===== config.mk =====
export PLATFORM = sky130hd
export DESIGN_NAME = mem_xfer_ctrl
export DESIGN_NICKNAME = d
export VERILOG_FILES = /design/src/rtl/mem_xfer_pkg.sv /design/src/rtl/mem_xfer_ctrl.sv
export SDC_FILE = /design/constraint.sdc
export NUM_CORES = 1
export LEC_CHECK = 0
export ABC_AREA = 0
export CORE_UTILIZATION = 41
export DETAILED_ROUTE_END_ITERATION = 8
export GPL_ROUTABILITY_DRIVEN = 0
export MAX_ROUTING_LAYER = met4
export PLACE_DENSITY = 0.9
export REMOVE_ABC_BUFFERS = 1
export SETUP_SLACK_MARGIN = 0.3
export SYNTH_ARGS = -nofsm -noshare
export SYNTH_HDL_FRONTEND = slang
export SYNTH_SLANG_ARGS = --single-unit

===== constraint.sdc =====
create_clock -name clk -period 1.7 [get_ports clk]
set_clock_uncertainty 0.15 [all_clocks]
set_input_delay 0.17 -clock clk [delete_from_list [all_inputs] [get_ports clk]]
set_output_delay 0.17 -clock clk [all_outputs]
set_load 0.05 [all_outputs]

===== src/rtl/mem_xfer_pkg.sv =====
// Shared definitions for the memory-to-memory transfer controller:
// state encoding, default sizing and helpers that derive depth from N.
package mem_xfer_pkg;

  // Default address MSB index and data width
  localparam int DEF_N = 2;
  localparam int DEF_W = 8;

  // Number of locations covered by an (n+1)-bit address counter
  function automatic int xfer_depth(input int n);
    return 1 << (n + 1);
  endfunction

  // Highest address reached by an (n+1)-bit address counter
  function automatic int xfer_last(input int n);
    return xfer_depth(n) - 1;
  endfunction

  // Depth and last address for the default sizing
  localparam int DEPTH = xfer_depth(DEF_N);
  localparam int LAST  = xfer_last(DEF_N);

  // Controller states, one word costs READ -> LATCH -> WRITE
  typedef enum logic [2:0] {
    IDLE,
    CLEAR,
    READ,
    LATCH,
    WRITE,
    DONE
  } xfer_state_e;

endpackage


===== src/rtl/mem_xfer_ctrl.sv =====
// Sequencer that copies every word of memory A into the same address of
// memory B. The address counters and both memories live outside; this
// block only drives their clear/increment controls and the write path.
module mem_xfer_ctrl
  import mem_xfer_pkg::*;
#(
  parameter int N = DEF_N,
  parameter int W = DEF_W
) (
  input  logic         clk,
  input  logic         rst,
  input  logic         start,
  input  logic [N:0]   addr_a,
  input  logic [W-1:0] data_a,
  output logic         clr_a,
  output logic         inc_a,
  output logic         clr_b,
  output logic         inc_b,
  output logic         we_b,
  output logic [W-1:0] data_b,
  output logic         busy,
  output logic         done
);

  // Final address: the word written while addr_a sits here ends the copy
  localparam int         LastInt  = xfer_last(N);
  localparam logic [N:0] LastAddr = LastInt[N:0];

  xfer_state_e  state_q, state_d;
  logic [W-1:0] data_b_q;

  // State register; a low rst at any edge abandons the copy and parks in IDLE
  always_ff @(posedge clk) begin
    if (!rst) begin
      state_q <= IDLE;
    end else begin
      state_q <= state_d;
    end
  end

  // Write-data register, captures the memory A word only while it is valid
  always_ff @(posedge clk) begin
    if (!rst) begin
      data_b_q <= '0;
    end else if (state_q == LATCH) begin
      data_b_q <= data_a;
    end
  end

  // Next-state logic and Moore decode of every control output
  always_comb begin
    state_d = state_q;
    clr_a   = 1'b0;
    clr_b   = 1'b0;
    inc_a   = 1'b0;
    inc_b   = 1'b0;
    we_b    = 1'b0;
    busy    = 1'b1;
    done    = 1'b0;
    case (state_q)
      IDLE: begin
        busy = 1'b0;
        if (start) begin
          state_d = CLEAR;
        end
      end
      CLEAR: begin
        clr_a   = 1'b1;
        clr_b   = 1'b1;
        state_d = READ;
      end
      READ: begin
        state_d = LATCH;
      end
      LATCH: begin
        state_d = WRITE;
      end
      WRITE: begin
        we_b  = 1'b1;
        inc_a = 1'b1;
        inc_b = 1'b1;
        if (addr_a == LastAddr) begin
          state_d = DONE;
        end else begin
          state_d = READ;
        end
      end
      DONE: begin
        done    = 1'b1;
        state_d = IDLE;
      end
      default: begin
        busy    = 1'b0;
        state_d = IDLE;
      end
    endcase
  end

  assign data_b = data_b_q;

endmodule


---- Word-level counts from Yosys, hierarchy flattened ----
Cells that the tools add are included.
word-level totals
  register bits after elaboration ......... 11
  latch bits .............................. 0
  RAM bits ................................ 0
  memory bits (read-only) ................. 0
  bits of input ports ..................... 14
  output and inout bits ................... 15
  word-level logic and storage cells ...... 18
  memories ................................ 0
cells by class
  $add $sub $neg .......................... 0
  multipliers ............................. 0
  div/mod/pow operators ................... 0
  $lt $le $gt $ge ......................... 0
  eq/ne operators ......................... 7
  shift operators ......................... 0
  muxes and demuxes ....................... 7
  bitwise operators ....................... 0
  reductions and logical operators ........ 2
operators with widths
  cell                                                                   number
  3-bit one-hot mux with 5 select lines                                  1
  3-bit equality test, second input constant                             3
  3-bit by 2-bit equality test with 1-bit output, second input constant  2
  3-bit 2-to-1 mux                                                       2
  5-bit OR reduction                                                     1
  1-bit 2-to-1 mux                                                       4
  3-bit by 1-bit equality test with 1-bit output, second input constant  1
  3-bit logical NOT                                                      1
  2-bit inequality test, second input constant                           1

---- Longest topological paths before layout ----
Gate-level depths: netlist (run 1).
  depth after elaboration ................. 3
  depth in mapped cells ................... 5
  mapped depth without buffers ............ 3

---- Worst setup path after synthesis (run 1) ----
No wires, ideal clock.
  path kind ............................... register -> output
  start point ............................. register state_q[0]
  end point ............................... output clr_b
  data arrival time ....................... 2.072 ns
  required time ........................... 1.380 ns
  slack ................................... -0.692 ns
  cell stages (with the launch flop) ...... 4
  path buffers ............................ 2
  path through ............................ dfxtp_1 -> buf_2 -> nor3b_1 -> buf_4
between the ends
  longest elaborated chain between the ends .. 2
ends and longest elaborated chain
  what                                            line                 source
  start: declaration                              mem_xfer_ctrl.sv:29  xfer_state_e state_q, state_d;
  start signal: assignment                        mem_xfer_ctrl.sv:37  state_q <= state_d;
  3-bit by 1-bit equality test with 1-bit output  --
  1-bit 2-to-1 mux                                --
  end: declaration                                mem_xfer_ctrl.sv:17  output logic clr_b,
Every way passes these cells.

---- Final worst setup path (run 1) ----
  start point ............................. register state_q[1]
  end point ............................... output inc_b
between the ends
  longest elaborated chain between the ends .. 2
ends and longest elaborated chain
  what                 line                 source
  3-bit equality test  mem_xfer_ctrl.sv:60  case (state_q)
  1-bit 2-to-1 mux     mem_xfer_ctrl.sv:60
  end: declaration     mem_xfer_ctrl.sv:18  output logic inc_b,
Every way passes these cells.

==> results of run 1 <==
-- cells in the final DEF (no fill, tap or decap), drive strengths merged --
master,instances
buf,22
clkdlybuf4s50,13
dfxtp,11
nand2,10
o21ai,9
nand3,9
clkbuf,5
a21oi,3
nor2,2
and2,2
nand2b,1
nor3b,1
nor2b,1
nor3,1
nand3b,1
o31ai,1
inv,1
o22ai,1
and3b,1
-- critical path, cell delays in order, from the launching register on --
cell and delay, ns:
sky130_fd_sc_hd__dfxtp_4 0.37, sky130_fd_sc_hd__nand2b_4 0.16, sky130_fd_sc_hd__nor2_4 0.19, sky130_fd_sc_hd__buf_12 0.17
-- metrics by stage --
| step | instance area [µm²] | worst slack (ns) | hold WS (ns) |
|---|---|---|---|
| finish | 962 | 0.228 | 0.306 |
| global route | 962 | 0.175 | 0.312 |
| CTS | 955 | 0.202 | 0.303 |
| detailed placement | 866 | 0.164 | 0.304 |
| global placement | 866 | 0.201 | 0.296 |
| floorplan | 502 | -1.31 | 0.136 |
-- Yosys cell counts, types with 2 or more instances --
cell type / number / area [µm²]
sky130_fd_sc_hd__nor2_1: 2 / 7.51
sky130_fd_sc_hd__a21oi_1: 3 / 15.0
sky130_fd_sc_hd__buf_6: 3 / 33.8
sky130_fd_sc_hd__o21ai_2: 8 / 70.1
sky130_fd_sc_hd__dfxtp_1: 11 / 220
sky130_fd_sc_hd__buf_2: 2 / 10.0
sky130_fd_sc_hd__buf_4: 4 / 30.0
sky130_fd_sc_hd__nand3_1: 7 / 35.0
sky130_fd_sc_hd__and2_1: 2 / 12.5
sky130_fd_sc_hd__nand3_2: 2 / 20.0
sky130_fd_sc_hd__nand2_1: 10 / 37.5
-- cell families after synthesis --
kind of cell           after synthesis
buffers and inverters               10
flip-flops                          11
AND/OR/NAND/NOR                     29
AO/OA/AOI/OAI                       14
-- registers in the layout, summed over array words and instances, names as in the netlist --
signal / flops
data_b: 8
state_q: 3
-- routing by layer --
metal | global-route usage | vias to the layer above | wire length, µm
met4 | 0.0517 | 0 | 0
met2 | 0.299 | 13 | 679
met1 | 0.228 | 239 | 535
met5 | - | - | 0
met3 | 0.0852 | 0 | 46
li1 | - | 276 | -
-- worst min-delay path by stage --
| stage | startpoint | endpoint | slack [ns] |
|---|---|---|---|
| after floorplan | rst | state_q[1] | 0.14 |
| after global placement | data_b[6] | data_b[6] | 0.30 |
| final | data_a[0] | data_b[0] | 0.31 |
| after CTS | data_a[5] | data_b[5] | 0.30 |
| after global routing | data_a[6] | data_b[6] | 0.31 |
| after detailed placement | data_b[5] | data_b[5] | 0.30 |
-- area by class of cell --
cell class | count | area (µm²) | area share
inverters | 1 | 3.75 | 0.00390
clock buffers | 4 | 26.3 | 0.0273
flip-flops and latches | 11 | 231 | 0.241
repair buffers | 36 | 388 | 0.403
multi-input cells | 43 | 294 | 0.306
well taps | 15 | 18.8 | 0.0195
-- timing repair --
item,4_1_cts,5_1_grt
buffers inserted,5,1
gates resized for setup,10,1
pin swaps,1,1
endpoints found under the setup margin,8,7
-- power breakdown --
group | switching [µW] | internal [µW] | leakage, µW
logic | 110 | 107 | 0.000311
registers | 12.1 | 267 | 0.0000913
clock network | 80.1 | 90.6 | 0.0000150
total | 202 | 465 | 0.000417
==> results.txt, run 1 <==
* Status: completed
- Of the cells placed in the final design, the portion with a size suffix greater than 1 is 0.474.
- Summing every instance area after synthesis gives approximately 580 µm².
* #FFs+latches synth: 11
- Pin placement for this block handled 29 I/O pins.
* Post-Synth Adder-Cell Area: 0
- Peak ir drop on the vdd network: around 550 µV
- The completed layout was analyzed and its total power is 667 µW.
- Total global-route track usage: 0.194
- Critical path peak fanout: 8
- The first routing iteration left 10 violations.
* Kind of launch point of the worst setup path: flop
- CTS root buf: sky130_fd_sc_hd__clkbuf_4
- Measured along the y axis, the die boundary spans around 39 µm.
- Leaving out filler cells and counting taps, the final layout contains 110.
- Number of endpoints with negative hold slack in the final report: 0
* Req. time, crit path: 1.38 ns
- Post-layout nets: 110
- The worst setup path is of the flop to output pin kind.
- Setup-violating endpoint count in the final report: 0
- In this run the number of H-tree levels came out at 1.
* Slew of the pin with the lowest slew margin: 0.258 ns
* Clock input transition at the sequential cells of the worst setup and hold paths: about 0.070 ns
* Via count of the first global-routing pass: between 400 and 500
- HPWL after detailed placement: roughly 870 µm
- In this run the worst setup path terminates at inc_b.
- In this run, synthesis inferred 0 flip-flops with an integrated enable.
- The number of pins exceeding their max-slew limit in the final report was 0.
- Summed over all cells, the static leakage comes to around 0.00042 µW.
* Count of synthesis-stage warnings from yosys: 0
- The number of antenna violations at the first check in global routing came to 0.
- The first TritonRoute pass finished after 4 iterations.
* Clock buffer depth: 2
- The clock period could shrink to ~1.5 ns.
- The tightest min-delay check is of the primary input to flop type.
* Number of sinks handled by clock tree synthesis: 11
- Simple-gate share of the synthesized area: 0.302
* Number of CTS-inserted buffers: 3
- Effective utilization at floorplan: 0.442
- The fraction of the mapped netlist area in compound gates is 0.180.
* Post-detailed-route count of antenna-violating nets: 0
* Number of port buffers: 28
* Core Area: around 1300 µm²
- The later pin in the worst-skew pair is clocked with a latency of 0.26 ns.
- Measured along the x axis, the die boundary spans just under 40 µm.
- For this run, the register share of the synthesized area comes to 0.383.
- Pin count of the biggest net entering global routing: 20
- Counting instances, the worst hold path has a depth of 3.
* Cts-stage hold buffer count: 0
- Once placement completed, the tool counted placed cells totaling 100.
- After detailed routing, the average wire length per cell comes to between 10 and 15 µm.
- Total via count after detailed routing: 528
- Across the run, the number of max-cap violations was 0.
* Worst r2r src: state_q[1]
* PD cells: roughly 700 nW/µm²
* Path depth of the worst reg2reg path: 4
* Xor and xnor fraction of the mapped netlist area: 0
- Sum of routed wire length over all layers: 1260 µm
* Per-instance average area after synthesis: between 8 and 9 µm²
- STA classifies the critical path endpoint as an output pin.
- The floorplan has 13 rows.
* Timing startpoint of the critical path: state_q[1]
- Register-to-register path setup slack: ~0.43 ns
* Number of distinct library cell variants in the gate-level netlist after synthesis: 21
* Gr ovfl total: 0
- Post-route core utilization: 0.739
* Ys flop type: sky130_fd_sc_hd__dfxtp_1
- After synthesis, the largest family of logic cells by area is simple AND/OR/NAND/NOR gates.
- Final TNS setup: 0 ns
- Endpoint of the worst register-to-register path: state_q[2]
- First-pass GRT wire length: between 1500 and 2000 µm
* Async set-or-reset flop fraction in the synthesized netlist: 0
- Setup repair after global routing could not meet its margin everywhere.
- Area of the die: 1560 µm²
* Gate count of the mapped netlist: 64
- Upper clock frequency limit: 679 MHz
* Worst slew margin relative to its limit: 0.826
* Vias per inst: 4.80
- Counting the fill cells in the layout gives 95.
- Clock tree from TritonCTS: yes
* Total inserted antenna cells: 0
* Number of DRC violations after detailed routing: 0
* Data arrival time of the worst path: 1.15 ns
- Area delta synth->final: 67.2%
- Share of cell area taken by muxes after synthesis: 0
- Of the available clock period, the critical path in the final layout requires 0.866.
(Power assumes the default switching activity.)
==> run 2, diff against run 1 <==
--- a/config.mk
+++ b/config.mk
@@ -6,11 +6,12 @@
 export NUM_CORES = 1
 export LEC_CHECK = 0
 export ABC_AREA = 0
+export CORE_MARGIN = 2
 export CORE_UTILIZATION = 41
 export DETAILED_ROUTE_END_ITERATION = 8
 export GPL_ROUTABILITY_DRIVEN = 0
 export MAX_ROUTING_LAYER = met4
-export PLACE_DENSITY = 0.9
+export PLACE_DENSITY = 0.82
 export REMOVE_ABC_BUFFERS = 1
 export SETUP_SLACK_MARGIN = 0.3
 export SYNTH_ARGS = -nofsm -noshare
==> results.txt, run 2 (synthesis gave the netlist of run 1 again) <==
- Number of violations reported at the end of detailed-routing iteration 0: 7
- The tightest min-delay check is of the primary input to flop type.
- The number of antenna violations at the first check in global routing is 0.
- P_leak: 0.000429 µW
- Number of instances on the worst hold path: 3
- After clock tree synthesis, the clock-pin slew on the worst setup and hold paths is 0.07 ns.
* Number of sinks handled by clock tree synthesis: 11
* Vias per inst: between 4 and 5
* Critical path peak fanout: 8
* Max FFs per register: 8
* Endpoint of the worst register-to-register path: data_b[7]
- The routed layout has ~550 vias.
- For the finished layout, the period the worst path requires is 1.50 ns.
* Type of the worst setup path: flop to output pin
- Cell with the biggest individual delay on the critical path: sky130_fd_sc_hd__dfxtp_4
- Commonest cells after routing, fill and taps aside: sky130_fd_sc_hd__buf_4, sky130_fd_sc_hd__clkdlybuf4s50_1, sky130_fd_sc_hd__nand2_1
- Kind of launch point of the worst setup path: flop
* Area delta synth->final: 70.9%
- PD cells: 691 nW/µm²
* Final TNS setup: 0 ns
- Data arrival time of the worst path: approximately 1.2 ns
* Final Slew Violations: 0
- Most common library cell in the layout ignoring fill and taps: sky130_fd_sc_hd__buf_4
- In the global route stage, overall resource usage came out at 0.162.
* Crit path capture type: output pin
- Cell chain of the critical path: nand2b_4, nor2_4, buf_12
- Hold Path Sink: data_b[3]
- In the final layout, the share of cells above drive strength 1 is 0.495.
* Peak ir drop on the vdd network: between 500 and 600 µV
- Die Span X: just over 40 µm
- Measured against its own limit, the worst slew margin works out to 0.844.
* Slowest Stage Delay on Critical Path: between 0.3 and 0.4 ns
- Dividing the detail-routed wire length by the instance count gives 11.7 µm.
* Post-layout nets: 110
- First-pass GRT wire length: 2050 µm
- Total power consumption of the routed design: between 600 and 700 µW
- Beginning of the worst hold path: data_a[3]
- The tree is rooted in a sky130_fd_sc_hd__clkbuf_4.
* Standard-cell row count: 13
- The total area inside the core boundary comes to between 1000 and 1500 µm².
* Register-to-register path setup slack: roughly 0.4 ns
- Gr ovfl total: 0
* Die height: ~41 µm
- Number of iterations in the first detailed-routing pass: 4
- The clock passes through at most 2 buffers.
- Post-detailed-route count of antenna-violating nets: 0
- HPWL after detailed placement: approximately 920 µm
* Req. time, crit path: 1.38 ns
- Buffers placed on the I/O ports in this run total 28.
- Total inserted antenna cells: 0
- Timing analysis after detailed placement gives a worst setup slack of around 0.13 ns.
- Across the run, the number of max-cap violations was 0.
- For the worst-skew pair, the clock arrives at the later sink with an insertion delay of around 0.27 ns.
- The number of hold-slack violations in the final timing report is 0.
- Status: completed
* Slew of the pin with the lowest slew margin: ~0.23 ns
* Effective utilization at floorplan: 0.442
* Number of top-level pins: 29
* Path depth of the worst reg2reg path: 6
- The number of global-route vias before repair was between 400 and 500.
* Number of DRC violations after detailed routing: 0
* Minimum setup slack in the final design: slightly above 0.2 ns
- Pin count of the biggest net entering global routing: 18
- RSZ-0062 raised after global routing: true
- For this run, the top clock speed supported by timing is ~670 MHz.
- Area of the die: about 1700 µm²
- In the finished design, the share of the clock period the worst path needs comes to 0.880.
- TritonCTS created 3 clock buffers.
- Sum of routed wire length over all layers: 1280 µm
- Worst r2r src: state_q[1]
- Count of H-tree levels built during CTS: 1
* Clock tree from TritonCTS: yes
- Setup violations remaining at the end of the flow were counted as 0.
-- run 2: metal layers --
layer	vias up	global-route usage	share of wire
li1	277	-	-
met1	252	0.197	0.44
met2	17	0.247	0.50
met3	0	0.0826	0.058
met4	0	0.0194	0
met5	-	-	0
-- run 2: how the worst max path moves through the flow --
stage                     startpoint    end  depth (start not counted)  slack (ns)
final                     state_q[1]  inc_a                          3        0.20
after CTS                 state_q[1]  inc_a                          3        0.18
after global routing      state_q[1]  inc_a                          3        0.16
after global placement    state_q[1]   we_b                          3        0.21
after detailed placement  state_q[1]  inc_a                          3        0.13
after floorplan           state_q[0]  clr_a                          1       -1.31
-- run 2: area by class of cell --
type	count	area, µm²
clock inverter	1	5.00
inverter	1	3.75
tap	15	18.8
clock buffer	3	22.5
sequential	11	231
timing repair buffer	36	403
fill	97	318
multi-input combinational	43	299
-- run 2: per-stage QoR --
step                area, µm²  hold WS [ns]  std cells   util
CTS                       953         0.288        108  0.733
detailed placement        866         0.301        100  0.665
global placement          866         0.295        100  0.665
global route              983         0.299        110  0.756
finish                    983         0.291        110  0.756
floorplan                 502         0.136         55      -
-- run 2: critical path: cells and delay by family (launching register included) --
| family | cells | cell delay, ns |
|---|---|---|
| DFF | 1 | 0.38 |
| and+or+nand+nor | 2 | 0.35 |
| buffers and inverters | 1 | 0.17 |
-- run 2: repair_timing --
action | CTS | global route
hold buffers | 0 | 0
resized for setup | 11 | 1
buffers inserted | 4 | 2
setup endpoints to repair | 7 | 13
pin swaps | 1 | 1
-- run 2: power by group --
part           switching [µW]  internal, µW  total, µW
Sequential               16.1           267        283
Clock                    94.0          87.3        181
Combinational             105           110        215
Total                     215           464        679
==> RTL change 1: new RTL, settings of run 2 <==
Set the package constant `DEF_N` to 4 (it was 2).
--- a/src/rtl/mem_xfer_pkg.sv
+++ b/src/rtl/mem_xfer_pkg.sv
@@ -3,7 +3,7 @@
 package mem_xfer_pkg;
 
   // Default address MSB index and data width
-  localparam int DEF_N = 2;
+  localparam int DEF_N = 4;
   localparam int DEF_W = 8;
 
   // Number of locations covered by an (n+1)-bit address counter
Interface: changed (resized addr_a); port bits go from 29 to 31. The function was not compared with the original's and may differ.
==> RTL change 1 against run 2 <==
Area after synthesis is 15% lower. Setup slack better by 20 ps. Sequential cell count stayed put. Power is 3.0% lower. Wire length is 28% higher. Synthesized cell count is 22% lower. Core utilization is 8.9 points higher. Global-route usage is 7.2 points higher. Design area is 4.6% lower.
==> RTL change 1: results (changes against run 2) <==
H-Tree Depth = 1 (unchanged)
worst path arrival time = 1160 ps (-20 ps)
Area contributors post-synth = dfxtp_1 (45%), mux2i_1 (16%), nor2_1 (6.1%)
synth cell count leaders = dfxtp_1 (11), mux2i_1 (8), nor2_1 (8), buf_4 (3), nand2b_1 (2)
Peak VDD IR = 0.000434 V (-25%)
Inserted Clock Buffers = 3 (unchanged)
Sw Share = 0.297 (-0.0191)
worst-skew pair later-pin latency = 260 ps
max reg flops = 8 (unchanged)
via count = 518 (-5.1%)
number of global-route vias before repair = 482 (+6.2%)
nets = 104 (-5.5%)
DP HPWL = 1050 um (+15%)
Crit Path Max Fanout = 8 (unchanged)
worst hold path type = primary input to flop
ys async rst share = 0 (unchanged)
Slew @ Worst Pin = 345 ps (+112 ps)
IO Port Bufs = 30 (+7.1%)
gr usage total = 0.234 (+0.0725)
leakage power = 0.450 nW (+5.0%)
CTS clk-pin slew, worst paths = 70 ps (about the same)
status = completed
clk buf depth = 2 (unchanged)
TritonRoute pass-1 iters = 4 (unchanged)
Distinct cells, synth = 23 (+9.5%)
layout cells sized above 1 = 0.402 (-0.0924)
Layout fillers = 71 (-27%)
first-pass GRT wire length = 2220 um (+8.4%)
largest net degree at the start of global routing = 12 (-6)
post-synthesis sequential area ratio = 0.449 (+0.0664)
Iteration-0 DRC Markers = 14 (+7)
# diodes = 0 (unchanged)
Max stage delay cell, worst path = dfxtp_4
Post-Route WL = 1650 um (+28%)
## RTL change 1: worst paths after layout
check                                from                      to  slack [ps]  cells after the start
setup / recovery  state_q[1]$_SDFFE_PN0P_                    we_b         220                      3
hold / removal                  data_a[6]  data_b[6]$_SDFFE_PN0N_         360                      3
setup reg to reg  state_q[2]$_SDFFE_PN0P_  data_b[5]$_SDFFE_PN0N_         320                      5
hold reg to reg    data_b[6]$_SDFFE_PN0N_  data_b[6]$_SDFFE_PN0N_         360                      2
## RTL change 1: per-layer routing
| metal | track usage | part of all wire | up-vias | wire length, um |
|---|---|---|---|---|
| met1 | 0.255 | 0.39 | 253 | 647 |
| met2 | 0.400 | 0.55 | 18 | 901 |
| met5 | - | 0 | - | 0 |
| li1 | - | - | 245 | - |
| met4 | 0.129 | 0.012 | 0 | 20 |
| met3 | 0.0405 | 0.047 | 2 | 78 |
## RTL change 1: cells by family (layout without fill, tap and decap cells)
| logic type | Yosys count | after routing | share of synthesized area |
|---|---|---|---|
| simple gates | 18 | 18 | 0.204 |
| flops | 11 | 11 | 0.449 |
| mux | 8 | 8 | 0.163 |
| buf+inv | 7 | 44 | 0.0944 |
| compound gates | 6 | 6 | 0.0893 |
## RTL change 1: what timing repair did
item / in CTS / in global routing
pin swaps: 0 / 1
gates resized for setup: 8 / 2
setup endpoints to repair: 13 / 8
hold endpoints to repair: 0 / 0
setup buffers: 2 / 4
## RTL change 1: through the flow
step | worst slack [ps] | cell area (um2) | util | setup TNS (ps) | std cells
after floorplan | -1260 | 448 | - | -8360 | 44
after detailed placement | 234 | 838 | 0.755 | 0 | 91
after CTS | 233 | 900 | 0.810 | 0 | 97
after global placement | 292 | 838 | 0.755 | 0 | 91
final | 225 | 938 | 0.845 | 0 | 101
after global routing | 181 | 938 | 0.845 | 0 | 101
## RTL change 1: power groups by stage
stage,sequential (mW),clock (mW),combinational [mW]
CTS,0.280,0.180,0.188
global route,0.283,0.191,0.210
detailed placement,0.286,0,0.183
finish,0.281,0.176,0.201
global placement,0.285,0,0.177
floorplan,0.298,0,0.0680
## RTL change 1: worst max-delay path, delay by kind of cell, from the launching register on
| kind | cells | cell delay, ps |
|---|---|---|
| AND/OR/NAND/NOR | 1 | 170 |
| buffers and inverters | 2 | 340 |
| flip-flops | 1 | 380 |
## RTL change 1: layout make-up
class,instances,area (um2),share of cell area
inverters,1,3.75,0.00400
clock buffers,4,26.3,0.0280
flip-flops and latches,11,231,0.247
repair buffers,39,422,0.449
multi-input cells,32,238,0.253
well taps,14,17.5,0.0187
==> RTL change 2: new RTL, config.mk and constraints of run 2 <==
Without the edit above. Register the output `clr_b`, cleared by the reset; this adds one clock of latency there. The other outputs are not delayed to match.
--- a/src/rtl/mem_xfer_ctrl.sv
+++ b/src/rtl/mem_xfer_ctrl.sv
@@ -26,6 +26,8 @@
   localparam int         LastInt  = xfer_last(N);
   localparam logic [N:0] LastAddr = LastInt[N:0];
 
+  logic clr_b_d;
+
   xfer_state_e  state_q, state_d;
   logic [W-1:0] data_b_q;
 
@@ -51,7 +53,7 @@
   always_comb begin
     state_d = state_q;
     clr_a   = 1'b0;
-    clr_b   = 1'b0;
+    clr_b_d = 1'b0;
     inc_a   = 1'b0;
     inc_b   = 1'b0;
     we_b    = 1'b0;
@@ -66,7 +68,7 @@
       end
       CLEAR: begin
         clr_a   = 1'b1;
-        clr_b   = 1'b1;
+        clr_b_d = 1'b1;
         state_d = READ;
       end
       READ: begin
@@ -98,5 +100,13 @@
 
   assign data_b = data_b_q;
 
+  always_ff @(posedge clk) begin
+    if (!rst) begin
+      clr_b <= '0;
+    end else begin
+      clr_b <= clr_b_d;
+    end
+  end
+
 endmodule
 
Behaviour: not the same (Yosys sat finds a counterexample within 4 cycles, from zero or initial values and one cycle with rst low).
==> RTL change 2 against run 2 <==
Design area rose by 1.4%. Cell count increased by 0.91%. Core utilization is 0.81 points lower. Sequential cell count rose by 1. Combinational power is 5% lower. Hold slack worse by 7.8 ps. Setup slack worse by 14 ps. Power increased by 11%. Critical path depth unchanged. Area after synthesis rose by 3.0%. Wire length is 25% higher. Largest cell class unchanged.
==> RTL change 2: results (changes against run 2) <==
number of global-route vias before repair = 543 (+20%)
dpl ws = 119 ps (-9.51 ps)
CP endpoint = we_b
Distinct cells, synth = 22 (+4.8%)
post-synthesis compound-gate area fraction = 0.175 (-0.00533)
status = completed
hold path depth = 3 (unchanged)
gr usage total = 0.196 (+0.0348)
reg2reg setup slack = 330 ps (-80 ps)
Layout fillers = 90 (-7.2%)
final core occ = 0.748 (-0.00811)
largest net degree at the start of global routing = 21 (+3)
DP HPWL = 1010 um (+10%)
# diodes = 0 (unchanged)
worst r2r dst = state_q[0]$_SDFFE_PN0P_
Iteration-0 DRC Markers = 14 (+7)
Peak VDD IR = 0.000443 V (-23%)
FF-to-FF path depth = 5 (-1)
Placed Area = 880 um2 (+1.6%)
Sw Share = 0.309 (-0.00764)
Slew @ Worst Pin = 273 ps (+40.5 ps)
first-pass GRT wire length = 2520 um (+23%)
fin crit period = 1510 ps (+13.8 ps)
clk buf depth = 2 (unchanged)
synth cell count leaders = dfxtp_1 (12), nand2_1 (10), o21ai_2 (8), nand3_1 (7)
CP max stage delay = 380 ps (about the same)
IO Port Bufs = 28 (unchanged)
leakage power = 0.430 nW (+0.39%)
WL/cell = 14.5 um (+24%)
nets = 111 (+0.91%)
Area contributors post-synth = dfxtp_1 (41%), o21ai_2 (12%), nand2_1 (6.3%)
Crit Path Max Fanout = 6 (-2)
post-synthesis sequential area ratio = 0.405 (+0.0225)
layout cells sized above 1 = 0.479 (-0.0156)
via count = 562 (+2.9%)
-- RTL change 2: cell types whose count changed in the layout (fill, tap and decap cells not counted) --
| cell | delta |
|---|---|
| dfxtp_2 | +1 |
| o31ai_1 | -1 |
| clkinv_2 | -1 |
| and2_4 | -1 |
| dfxtp_4 | -1 |
| nor2b_2 | -1 |
| clkbuf_8 | +1 |
| nor2b_4 | +1 |
| dfxtp_1 | +1 |
| and2_1 | +2 |
| buf_12 | -2 |
| o31ai_4 | +1 |
| buf_2 | +1 |
-- RTL change 2: area by class of cell --
type,count,area share
inverters,1,0.00376
well taps,15,0.0188
clock buffers,4,0.0364
multi-input cells,44,0.322
flip-flops and latches,12,0.250
repair buffers,35,0.369
-- RTL change 2: timing repair --
item	CTS	global route
setup buffers	3	2
hold buffers	0	0
gates resized for setup	10	3
endpoints found under the setup margin	7	7
pin swaps	1	2
-- RTL change 2: cells by family (layout without fill, tap and decap cells) --
kind of cell,after synthesis,after routing
simple gates,30,30
buf+inv,9,40
flops,12,12
compound gates,14,14
-- RTL change 2: power groups by stage --
| stage | logic (mW) | registers, mW | clock network, mW |
|---|---|---|---|
| finish | 0.205 | 0.308 | 0.238 |
| global route | 0.215 | 0.310 | 0.251 |
| CTS | 0.198 | 0.307 | 0.236 |
| detailed placement | 0.184 | 0.314 | 0 |
| global placement | 0.180 | 0.313 | 0 |
| floorplan | 0.0663 | 0.335 | 0 |
-- RTL change 2: how the worst min path moves through the flow --
| stage | slack (ps) | start | end |
|---|---|---|---|
| after floorplan | 140 | rst | state_q[1]$_SDFFE_PN0P_ |
| after global placement | 300 | data_b[5]$_SDFFE_PN0N_ | data_b[5]$_SDFFE_PN0N_ |
| final | 280 | data_a[5] | data_b[5]$_SDFFE_PN0N_ |
| after CTS | 280 | data_a[5] | data_b[5]$_SDFFE_PN0N_ |
| after detailed placement | 300 | data_b[5]$_SDFFE_PN0N_ | data_b[5]$_SDFFE_PN0N_ |
| after global routing | 300 | data_a[3] | data_b[3]$_SDFFE_PN0N_ |
-- RTL change 2: metal layers --
metal,global-route usage,vias up,routed length (um)
li1,-,285,-
met4,0.0938,0,42
met5,-,-,0
met2,0.338,21,829
met3,0.0259,4,64
met1,0.226,252,668
-- RTL change 2: worst max-delay path, delay by kind of cell (launching register included) --
kind                   cells  cell delay (ps)
flip-flops                 1              380
AND/OR/NAND/NOR            2              350
buffers and inverters      1              180
-- RTL change 2: metrics by stage --
step,setup TNS (ps),instances
floorplan,-3790,57
global placement,0,102
detailed placement,0,102
CTS,0,109
global route,0,111
finish,0,111
